--- src/rtl/serial_sub_pkg.sv ---
// Shared definitions for the bit-serial subtractor: state encoding
// and the default operand width.
package serial_sub_pkg;

    localparam int DEF_WIDTH = 4;

    typedef enum logic [1:0] {
        IDLE  = 2'd0,
        SHIFT = 2'd1,
        DONE  = 2'd2
    } sub_state_t;

endpackage

--- src/rtl/FullAdder.sv ---
// Single-bit full-adder cell shared across arithmetic blocks.
module FullAdder (
    input  logic a,
    input  logic b,
    input  logic cin,
    output logic sum,
    output logic cout
);

    assign sum  = a ^ b ^ cin;
    assign cout = (a & b) | (a & cin) | (b & cin);

endmodule

--- src/rtl/serial_subtractor.sv ---
// Bit-serial D = X - Y (X + ~Y + 1), LSB first, one full-adder per clock.
// Optional two's-complement overflow output when SERIAL_SUB_OVF_EN is defined.
module serial_subtractor
    import serial_sub_pkg::*;
#(
    parameter int WIDTH = DEF_WIDTH
) (
    input  logic             clk,
    input  logic             rst_n,
    input  logic             start,
    input  logic [WIDTH-1:0] X,
    input  logic [WIDTH-1:0] Y,
    output logic [WIDTH-1:0] D,
    output logic             borrow,
    output logic             busy,
    output logic             done
`ifdef SERIAL_SUB_OVF_EN
    ,
    output logic             ovf
`endif
);

    localparam int CW = (WIDTH > 1) ? $clog2(WIDTH) : 1;
    localparam logic [CW-1:0] LAST = CW'(WIDTH - 1);

    sub_state_t       state;
    logic [WIDTH-1:0] opa;
    logic [WIDTH-1:0] opb;
    logic [WIDTH-1:0] acc;
    logic [CW-1:0]    cnt;
    logic             carry;
    logic             sum_bit;
    logic             carry_out;
    logic [WIDTH-1:0] acc_next;

    FullAdder u_fa (
        .a    (opa[0]),
        .b    (opb[0]),
        .cin  (carry),
        .sum  (sum_bit),
        .cout (carry_out)
    );

    // New bit enters at the MSB so after WIDTH shifts bit 0 sits at the LSB.
    assign acc_next = {sum_bit, acc[WIDTH-1:1]};

    always_ff @(posedge clk or negedge rst_n) begin
        if (!rst_n) begin
            state  <= IDLE;
            opa    <= '0;
            opb    <= '0;
            acc    <= '0;
            cnt    <= '0;
            carry  <= 1'b0;
            D      <= '0;
            borrow <= 1'b0;
            busy   <= 1'b0;
            done   <= 1'b0;
`ifdef SERIAL_SUB_OVF_EN
            ovf    <= 1'b0;
`endif
        end else begin
            unique case (state)
                IDLE, DONE: begin
                    done <= 1'b0;
                    if (start) begin
                        state <= SHIFT;
                        opa   <= X;
                        opb   <= ~Y;
                        carry <= 1'b1;
                        cnt   <= '0;
                        busy  <= 1'b1;
                    end else begin
                        state <= IDLE;
                    end
                end
                SHIFT: begin
                    acc   <= acc_next;
                    opa   <= opa >> 1;
                    opb   <= opb >> 1;
                    carry <= carry_out;
                    if (cnt == LAST) begin
                        state  <= DONE;
                        busy   <= 1'b0;
                        done   <= 1'b1;
                        D      <= acc_next;
                        borrow <= ~carry_out;
`ifdef SERIAL_SUB_OVF_EN
                        ovf    <= carry ^ carry_out;
`endif
                    end else begin
                        cnt <= cnt + 1'b1;
                    end
                end
                default: begin
                    state <= IDLE;
                    busy  <= 1'b0;
                    done  <= 1'b0;
                end
            endcase
        end
    end

endmodule

--- config.mk ---
export PLATFORM = sky130hd
export DESIGN_NAME = serial_subtractor
export DESIGN_NICKNAME = d
export VERILOG_FILES = /design/src/rtl/serial_sub_pkg.sv /design/src/rtl/FullAdder.sv /design/src/rtl/serial_subtractor.sv
export SDC_FILE = /design/constraint.sdc
export NUM_CORES = 1
export LEC_CHECK = 0
export ABC_AREA = 1
export ABC_CLOCK_PERIOD_IN_PS = 1900
export CAP_MARGIN = 30
export CELL_PAD_IN_SITES_DETAIL_PLACEMENT = 1
export CELL_PAD_IN_SITES_GLOBAL_PLACEMENT = 1
export CORE_MARGIN = 3
export CORE_UTILIZATION = 41
export CTS_CLUSTER_SIZE = 28
export DETAILED_ROUTE_END_ITERATION = 10
export PLACE_DENSITY = 0.91
export SETUP_SLACK_MARGIN = 0.15
export SLEW_MARGIN = 10
export SYNTH_ARGS = -nofsm -noshare
export SYNTH_HDL_FRONTEND = slang
export SYNTH_SLANG_ARGS = --single-unit
--- constraint.sdc ---
create_clock -name clk -period 1.9 [get_ports clk]
set_input_delay 0.38 -clock clk [delete_from_list [all_inputs] [get_ports clk]]
set_output_delay 0.38 -clock clk [all_outputs]
set_load 0.1 [all_outputs]
==> results of run 1 <==
-- area by class of cell --
cell class	count	area, µm²	area share (%)
sequential	23	575.6	45.63
multi-input combinational	73	361.6	28.67
timing repair buffer	21	182.7	14.48
inverter	21	78.83	6.250
tap	28	35.03	2.778
clock buffer	3	22.52	1.786
clock inverter	1	5.005	0.3968
-- layout by cell type (no fill, tap or decap), drive strengths merged --
cell            n
nand4           2
clkdlybuf4s50  10
ha              1
nand2          37
o21ai           9
fa              1
clkinv          1
clkbuf          3
inv            21
nor2            5
dfrtp          23
nand3          17
or2             1
buf            11
-- cell families (layout without fill, tap and decap cells) --
| group | after synthesis | in the layout | synth area share (%) |
|---|---|---|---|
| compound gates | 9 | 9 | 4.321 |
| fa+ha+maj | 2 | 2 | 3.121 |
| buf+inv | 24 | 46 | 10.08 |
| flops | 23 | 23 | 55.22 |
| simple gates | 62 | 62 | 27.25 |
-- final timing paths --
kind,slack (ns),endpoint,depth (start not counted)
min in group clk,0.50,D[2]$_DFFE_PN0P_,2
worst max register to register,0.64,borrow$_DFFE_PN0P_,4
worst min register to register,0.50,D[2]$_DFFE_PN0P_,2
worst max-delay path,0.51,busy,1
worst min-delay path,0.41,D[0]$_DFFE_PN0P_,2
max in group asynchronous,1.26,opa[2]$_DFFE_PN0P_,2
-- flip-flops by register name, indices dropped and copies added (netlist names) --
signal,cells
D,4
acc,3
borrow,1
busy,1
carry,1
cnt,2
done,1
opa,4
opb,4
state,2
-- metrics by stage --
stage	cell area (µm²)	std cells
2_1_floorplan	1042	120
3_3_place_gp	1234	166
3_5_place_dp	1234	166
4_1_cts	1261	170
5_1_grt	1261	170
6_report	1261	170
-- worst reg2reg max path, cell delays in order, from the launching register on --
cell	delay [ns]
dfrtp_1	0.56
buf_4	0.21
nand3_2	0.20
nand2_1	0.11
o21ai_0	0.08
-- Yosys cell counts --
cell,count
nand2_1,34
o21ai_1,3
o21ai_0,6
fa_1,1
inv_2,3
nand3_1,15
buf_6,1
ha_1,1
or2_2,1
nor2_1,5
buf_4,2
nand2_4,1
dfrtp_1,23
nand4_1,2
inv_1,18
nand2_2,2
nand3_2,2
-- routing by layer --
metal / track usage, % / vias up / wire length, µm
met5: 0 / - / 0
met4: 3.051 / 0 / 6
met3: 2.759 / 2 / 90
met2: 29.21 / 15 / 1188
met1: 20.79 / 398 / 1028
li1: - / 416 / -
==> impl_metrics.yaml, run 1 <==
cts:
  post_cts_resized: 0
  cts-buffers-inserted: 3
  cts_hold_buf: 0
  cts_tree: "yes"
  cts.sinks: 23
  clk_pin_slew_worst_paths_ns: 0.13
  clockBufferDepth: 2
  post_cts_buffers: 0
  clk_latency_ns: 0.31
  cts_htree_levels: 1
  clock-root-buffer: "clkbuf_4"
global_routing:
  grt_use_total_pct: 16.39
  grt_pass1_vias: 898
  grt_pass1_wl_um: 4105
  grt_max_degree: 24
  antenna_found_initial: 0
  overflow: 0
floorplan:
  die_area_um2: 3183
  num_rows: 17
  dieHeight_um: 56.42
  core_um2: 2318
  start_util_pct: 44.95
  die_w_um: 56.42
  ioPinCount: 18
route:
  wl_per_cell_um: 13.61
  drc: 0
  vias: 831
  first_pass_iters: 4
  initialDrtViolationCount: 11
  viasPerCell: 4.888
  ant_nets: 0
  routed_wl_um: 2314
finish:
  final_nets: 156
  num_antenna_cells: 0
  drive_gt1_share_pct: 16.90
  fillers: 291
  areaGrowthSynthToFinish_pct: 21.01
  fin_util_pct: 54.40
worst_setup_path:
  crit_start: "busy$_DFFE_PN0P_"
  cpPeakStageDelay_ns: 0.40
  r2r_start: "state[0]$_DFFE_PN0P_"
  worstPathCellList: "buf_4"
  crit_fanout: 2
  worst-path-buf-inv: 1
  critPathLaunchType: "flop"
  slowest_stage: "dfrtp_1"
  required_ns: 1.52
  cp_data_arrival_time_ns: 1.01
  worst-setup-path-type: "flop to primary output"
  end_kind: "primary output"
  cp_top_family: "flip-flops"
yosys:
  synthTopCellsByArea: "dfrtp_1 (55%), nand2_1 (12%), nand3_1 (7.2%)"
  yosysWarnings: 0
  synth_cell_type_count: 17
  syn_area_um2: 1042
  yosysTopAreaCell: "dfrtp_1"
  yosysSeqAreaShare_pct: 55.22
  avgSynthCellArea_um2: 8.685
  ys_ff_latch: 23
  synth_cells: 120
  synth_fp_nets: 133
  synth_top_area_share_pct: 55.22
timing:
  finalHoldViolations: 0
  finalWorstSetupSlack_ns: 0.5122
  max-slew-margin-rel_pct: 77.86
  tightest_slew_ns: 0.3321
  fmax_mhz: 720.6
  timing.final.max_slew_violations: 0
  fin_skew_ns: 0.002372
  whs_ns: 0.4096
  rsz0062_at_grt: "false"
  fin_crit_sh_pct: 73.04
  setup_violations: 0
  fin_crit_ns: 1.388
  tns_ns: 0
placed_design:
  globalplace.congestion: 0.8321
  pre_cts_ws_ns: 0.4372
  io_buffers: 17
  dp_hpwl_um: 1814
outcome:
  status: "complete, no violations"
run:
  maxCapViolCount: 0
worst_hold_path:
  min_path_type: "primary input to async pin"
Power of run 1 is left out: the tool's default activity adds up to more than one toggle a clock period on the data nets, which glitch-free logic cannot reach.
==> run 2: changes to the inputs <==
--- a/config.mk
+++ b/config.mk
@@ -6,15 +6,15 @@
 export NUM_CORES = 1
 export LEC_CHECK = 0
 export ABC_AREA = 1
-export ABC_CLOCK_PERIOD_IN_PS = 1900
+export ABC_CLOCK_PERIOD_IN_PS = 1110
 export CAP_MARGIN = 30
 export CELL_PAD_IN_SITES_DETAIL_PLACEMENT = 1
 export CELL_PAD_IN_SITES_GLOBAL_PLACEMENT = 1
 export CORE_MARGIN = 3
-export CORE_UTILIZATION = 41
+export CORE_UTILIZATION = 34
 export CTS_CLUSTER_SIZE = 28
 export DETAILED_ROUTE_END_ITERATION = 10
-export PLACE_DENSITY = 0.91
+export PLACE_DENSITY = 0.82
 export SETUP_SLACK_MARGIN = 0.15
 export SLEW_MARGIN = 10
 export SYNTH_ARGS = -nofsm -noshare
==> constraint.sdc (replaced) <==
create_clock -name clk -period 1.11 [get_ports clk]
set_input_delay 0.222 -clock clk [delete_from_list [all_inputs] [get_ports clk]]
set_output_delay 0.222 -clock clk [all_outputs]
set_load 0.1 [all_outputs]
==> run 2 against run 1 <==
Net effect:
- the run now ends with negative setup slack left
- hold slack got worse by 0.16 ns
- global-route usage rose by 2.5 points
- routed wire length rose by 38%
- register-to-register slack got worse by 0.68 ns
- critical path depth did not move
- count of clock-buffer cells in the layout rose by 1
- final cell count rose by 17%
- non-clock buffer count rose by 23
- final area rose by 42%
- critical endpoint is now done
==> impl_metrics.yaml, run 2 (synthesis gave the netlist of run 1 again) <==
worst_setup_path:
  critPathLaunchType: "flop"
  r2r_start: "opa[0]$_DFFE_PN0P_"
  slowest_stage: "dfrtp_2"
  cpPeakStageDelay_ns: 0.45
  required_ns: 0.89
  worstPathCellList: "buf_12"
  cp_top_family: "flip-flops"
  reg2reg_to: "D[3]$_DFFE_PN0P_"
  crit_fanout: 2
  worst-setup-path-type: "flop to primary output"
  ff2ff_path_depth: 3
  cp_data_arrival_time_ns: 0.94
  worst-path-buf-inv: 1
  r2r_slack_ns: -0.04
  end_kind: "primary output"
finish:
  final_cell_mix: "nand2_1 (24), dfrtp_1 (14), buf_4 (14)"
  areaGrowthSynthToFinish_pct: 72.03
  mostFrequentLayoutCell: "nand2_1"
  final_cell_count_no_fill: 199
  drive_gt1_share_pct: 52.38
  num_antenna_cells: 0
  reg_top3: "D x4, opa x4, opb x4"
  design_area_um2: 1793
  final_nets: 182
  fillers: 311
floorplan:
  num_rows: 19
  start_util_pct: 36.84
  ioPinCount: 18
  core_um2: 2829
  dieHeight_um: 61.37
  die_area_um2: 3766
  die_w_um: 61.37
global_routing:
  grt_pass1_wl_um: 5106
  grt_use_total_pct: 18.90
  grt_max_degree: 24
  overflow: 0
  antenna_found_initial: 0
  grt_pass1_vias: 1083
route:
  viasPerCell: 4.965
  ant_nets: 0
  first_pass_iters: 4
  vias: 988
  drc: 0
  routed_wl_um: 3191
  initialDrtViolationCount: 17
  wl_per_cell_um: 16.04
cts:
  cts.sinks: 23
  cts_tree: "yes"
  clock-root-buffer: "clkbuf_4"
  cts_htree_levels: 1
  cts_hold_buf: 0
  cts-buffers-inserted: 3
  clockBufferDepth: 2
  clk_latency_ns: 0.31
  clk_pin_slew_worst_paths_ns: 0.12
placed_design:
  pre_cts_ws_ns: -0.2078
  globalplace.congestion: 0.7422
  placed_area_um2: 1414
  dp.cells: 174
  dp_hpwl_um: 1897
  io_buffers: 17
outcome:
  status: "finished with violations"
  violations: "negative setup slack"
timing:
  fin_crit_sh_pct: 104.5
  tightest_slew_ns: 0.2179
  max-slew-margin-rel_pct: 85.47
  fin_skew_ns: 0.003631
  fin_crit_ns: 1.160
  rsz0062_at_grt: "true"
  whs_ns: 0.2473
  finalWorstSetupSlack_ns: -0.05026
  setup_violations: 11
  fmax_mhz: 861.9
  timing.final.max_slew_violations: 0
  finalHoldViolations: 0
run:
  maxCapViolCount: 0
worst_hold_path:
  min_path_type: "primary input to async pin"
==> run 2: worst max-delay path by stage <==
stage | to | start | slack (ns) | cells past startpoint
2_1_floorplan | D[3]$_DFFE_PN0P_ | opa[0]$_DFFE_PN0P_ | 0.003 | 3
3_3_place_gp | opb[0]$_DFFE_PN0P_ | start | -0.13 | 6
3_5_place_dp | opa[1]$_DFFE_PN0P_ | start | -0.21 | 6
4_1_cts | borrow | borrow$_DFFE_PN0P_ | -0.05 | 1
5_1_grt | acc[3]$_DFFE_PN0N_ | opa[0]$_DFFE_PN0P_ | -0.08 | 3
6_report | done | done$_DFFE_PN0P_ | -0.05 | 1
==> run 2: metrics by stage <==
stage / TNS, ns / util (%)
finish: -0.3921 / 63.38
global route: -1.003 / 63.38
CTS: -0.4528 / 59.40
detailed placement: -1.736 / 49.98
global placement: -1.055 / 49.98
floorplan: 0 / -
==> run 2: per-layer routing <==
metal  global-route usage, %  routed length (µm)  share of wire (%)
met3                   2.935                 101                3.2
met5                       0                   0                  0
met2                   34.14                1694                 53
met4                   6.970                  48                1.5
met1                   22.57                1346                 42
==> run 2: timing repair <==
action,CTS,global route
buffers inserted,9,8
cloned,4,0
gates resized for setup,35,18
pin swaps,14,9
endpoints found under the setup margin,28,30
==> run 2: cell type report <==
class                           instances  area (µm²)  share of cell area [%]
Clock buffer                            4       26.28                   1.465
Inverter                               21       91.34                   5.094
Multi-Input combinational cell         76       551.8                   30.77
Sequential cell                        23       586.8                   32.73
Tap cell                               31       38.79                   2.163
Timing Repair Buffer                   44       498.0                   27.77
Power of run 2 is left out for the same reason.
==> run 3: changes to the inputs <==
--- a/config.mk
+++ b/config.mk
@@ -8,13 +8,14 @@
 export ABC_AREA = 1
 export ABC_CLOCK_PERIOD_IN_PS = 1110
 export CAP_MARGIN = 30
-export CELL_PAD_IN_SITES_DETAIL_PLACEMENT = 1
-export CELL_PAD_IN_SITES_GLOBAL_PLACEMENT = 1
+export CELL_PAD_IN_SITES_DETAIL_PLACEMENT = 0
+export CELL_PAD_IN_SITES_GLOBAL_PLACEMENT = 2
 export CORE_MARGIN = 3
-export CORE_UTILIZATION = 34
+export CORE_UTILIZATION = 27
 export CTS_CLUSTER_SIZE = 28
 export DETAILED_ROUTE_END_ITERATION = 10
-export PLACE_DENSITY = 0.82
+export HOLD_SLACK_MARGIN = 0.03
+export PLACE_DENSITY = 0.81
 export SETUP_SLACK_MARGIN = 0.15
 export SLEW_MARGIN = 10
 export SYNTH_ARGS = -nofsm -noshare
==> run 3 against run 2 <==
Net effect:
- the flow still finishes with violations (negative setup slack)
- critical path type is now flop to flop
- largest cell class unchanged
- via count decreased by 6.8%
- die area increased by 23%
- routed wire length decreased by 23%
- critical path depth increased by 2
- clock skew increased by 0.0051 ns
- highest routed layer unchanged
- register-to-register slack about the same
- count of clock-buffer cells in the layout decreased by 1
- non-clock buffer count decreased by 7
- first-iteration DRC count increased by 120%
==> impl_metrics.yaml, run 3 (synthesis gave the netlist of run 1 again) <==
outcome:
  status: "finished with violations"
  violations: "negative setup slack"
timing:
  fin_crit_sh_pct: 103.6
  tightest_slew_ns: 0.1914
  finalWorstSetupSlack_ns: -0.03987
  rsz0062_at_grt: "true"
  fin_skew_ns: 0.008706
  fin_crit_ns: 1.150
  max-slew-margin-rel_pct: 87.19
  timing.final.max_slew_violations: 0
  finalHoldViolations: 0
  fmax_mhz: 869.7
  setup_violations: 2
route:
  viasPerCell: 4.471
  vias: 921
  routed_wl_um: 2464
  drc: 0
  initialDrtViolationCount: 37
  wl_per_cell_um: 11.96
  ant_nets: 0
  first_pass_iters: 4
floorplan:
  ioPinCount: 18
  die_w_um: 68.13
  die_area_um2: 4642
  start_util_pct: 29.60
  dieHeight_um: 68.13
  core_um2: 3521
  num_rows: 21
placed_design:
  dp_hpwl_um: 1602
  globalplace.congestion: 0.7454
  io_buffers: 17
worst_setup_path:
  critPathLaunchType: "flop"
  crit_start: "carry$_DFFE_PN0P_"
  slowest_stage: "fa_2"
  required_ns: 1.26
  worstPathCellList: "inv_2 > fa_2 > o21ai_1"
  cp_top_family: "adder cells"
  cp_data_arrival_time_ns: 1.30
  worst-setup-path-type: "flop to flop"
  crit_fanout: 2
  end_kind: "flop"
  worst-path-buf-inv: 1
  r2r_start: "carry$_DFFE_PN0P_"
  cpPeakStageDelay_ns: 0.57
finish:
  mostFrequentLayoutCell: "nand2_1"
  final_nets: 174
  drive_gt1_share_pct: 52.50
  final_cell_mix: "nand2_1 (19), nand2_2 (15), dfrtp_1 (15)"
  reg_top3: "D x4, opa x4, opb x4"
  fin_util_pct: 50.21
  areaGrowthSynthToFinish_pct: 69.63
  num_antenna_cells: 0
  fillers: 356
global_routing:
  antenna_found_initial: 0
  grt_pass1_vias: 929
  grt_use_total_pct: 12.52
  grt_max_degree: 24
  grt_pass1_wl_um: 4347
  overflow: 0
cts:
  cts_hold_buf: 0
  clock-root-buffer: "clkbuf_8"
  clockBufferDepth: 2
  cts-buffers-inserted: 3
  cts.sinks: 23
  clk_latency_ns: 0.27
  cts_tree: "yes"
  cts_htree_levels: 1
  clk_pin_slew_worst_paths_ns: 0.09
run:
  maxCapViolCount: 0
worst_hold_path:
  min_path_type: "primary input to async pin"
[run 3: per-layer routing]
| layer | up-vias | wire (µm) | track usage [%] |
|---|---|---|---|
| li1 | 455 | - | - |
| met1 | 443 | 1113 | 15.97 |
| met2 | 19 | 1210 | 21.30 |
| met3 | 4 | 111 | 2.463 |
| met4 | 0 | 29 | 3.722 |
| met5 | - | 0 | 0 |
[run 3: timing repair]
action	in CTS	in global routing
cloned	2	0
resized for setup	37	17
buffers inserted	5	4
endpoints found under the setup margin	27	29
pin swaps	18	5
[run 3: final timing paths]
| check | endpoint | slack, ns | cells past startpoint |
|---|---|---|---|
| max in group asynchronous | D[3]$_DFFE_PN0P_ | 0.64 | 2 |
| worst min-delay path | D[1]$_DFFE_PN0P_ | 0.30 | 2 |
| worst min register to register | opa[1]$_DFFE_PN0P_ | 0.49 | 2 |
| worst max-delay path | D[3]$_DFFE_PN0P_ | -0.04 | 3 |
| worst max register to register | D[3]$_DFFE_PN0P_ | -0.04 | 3 |
| min in group clk | opa[1]$_DFFE_PN0P_ | 0.49 | 2 |
[run 3: metrics by stage]
step | hold slack, ns | instance area (µm²) | worst slack (ns) | TNS [ns] | instances
5_1_grt | 0.3148 | 1768 | -0.09038 | -0.2057 | 206
3_3_place_gp | 0.4617 | 1448 | -0.1330 | -1.134 | 191
4_1_cts | 0.3034 | 1679 | -0.05179 | -0.09783 | 202
2_1_floorplan | -0.07359 | 1081 | 0.003368 | 0 | 120
3_5_place_dp | 0.4613 | 1448 | -0.1589 | -1.400 | 191
6_report | 0.3014 | 1768 | -0.03987 | -0.07657 | 206
[run 3: cell type report]
class / count / area (µm²) / area share [%]
Clock buffer: 3 / 41.29 / 2.335
Clock inverter: 1 / 5.005 / 0.2831
Inverter: 21 / 91.34 / 5.166
Multi-Input combinational cell: 75 / 543.0 / 30.71
Sequential cell: 23 / 585.6 / 33.12
Tap cell: 46 / 57.56 / 3.255
Timing Repair Buffer: 37 / 444.2 / 25.12
Power of run 3 is left out for the same reason.
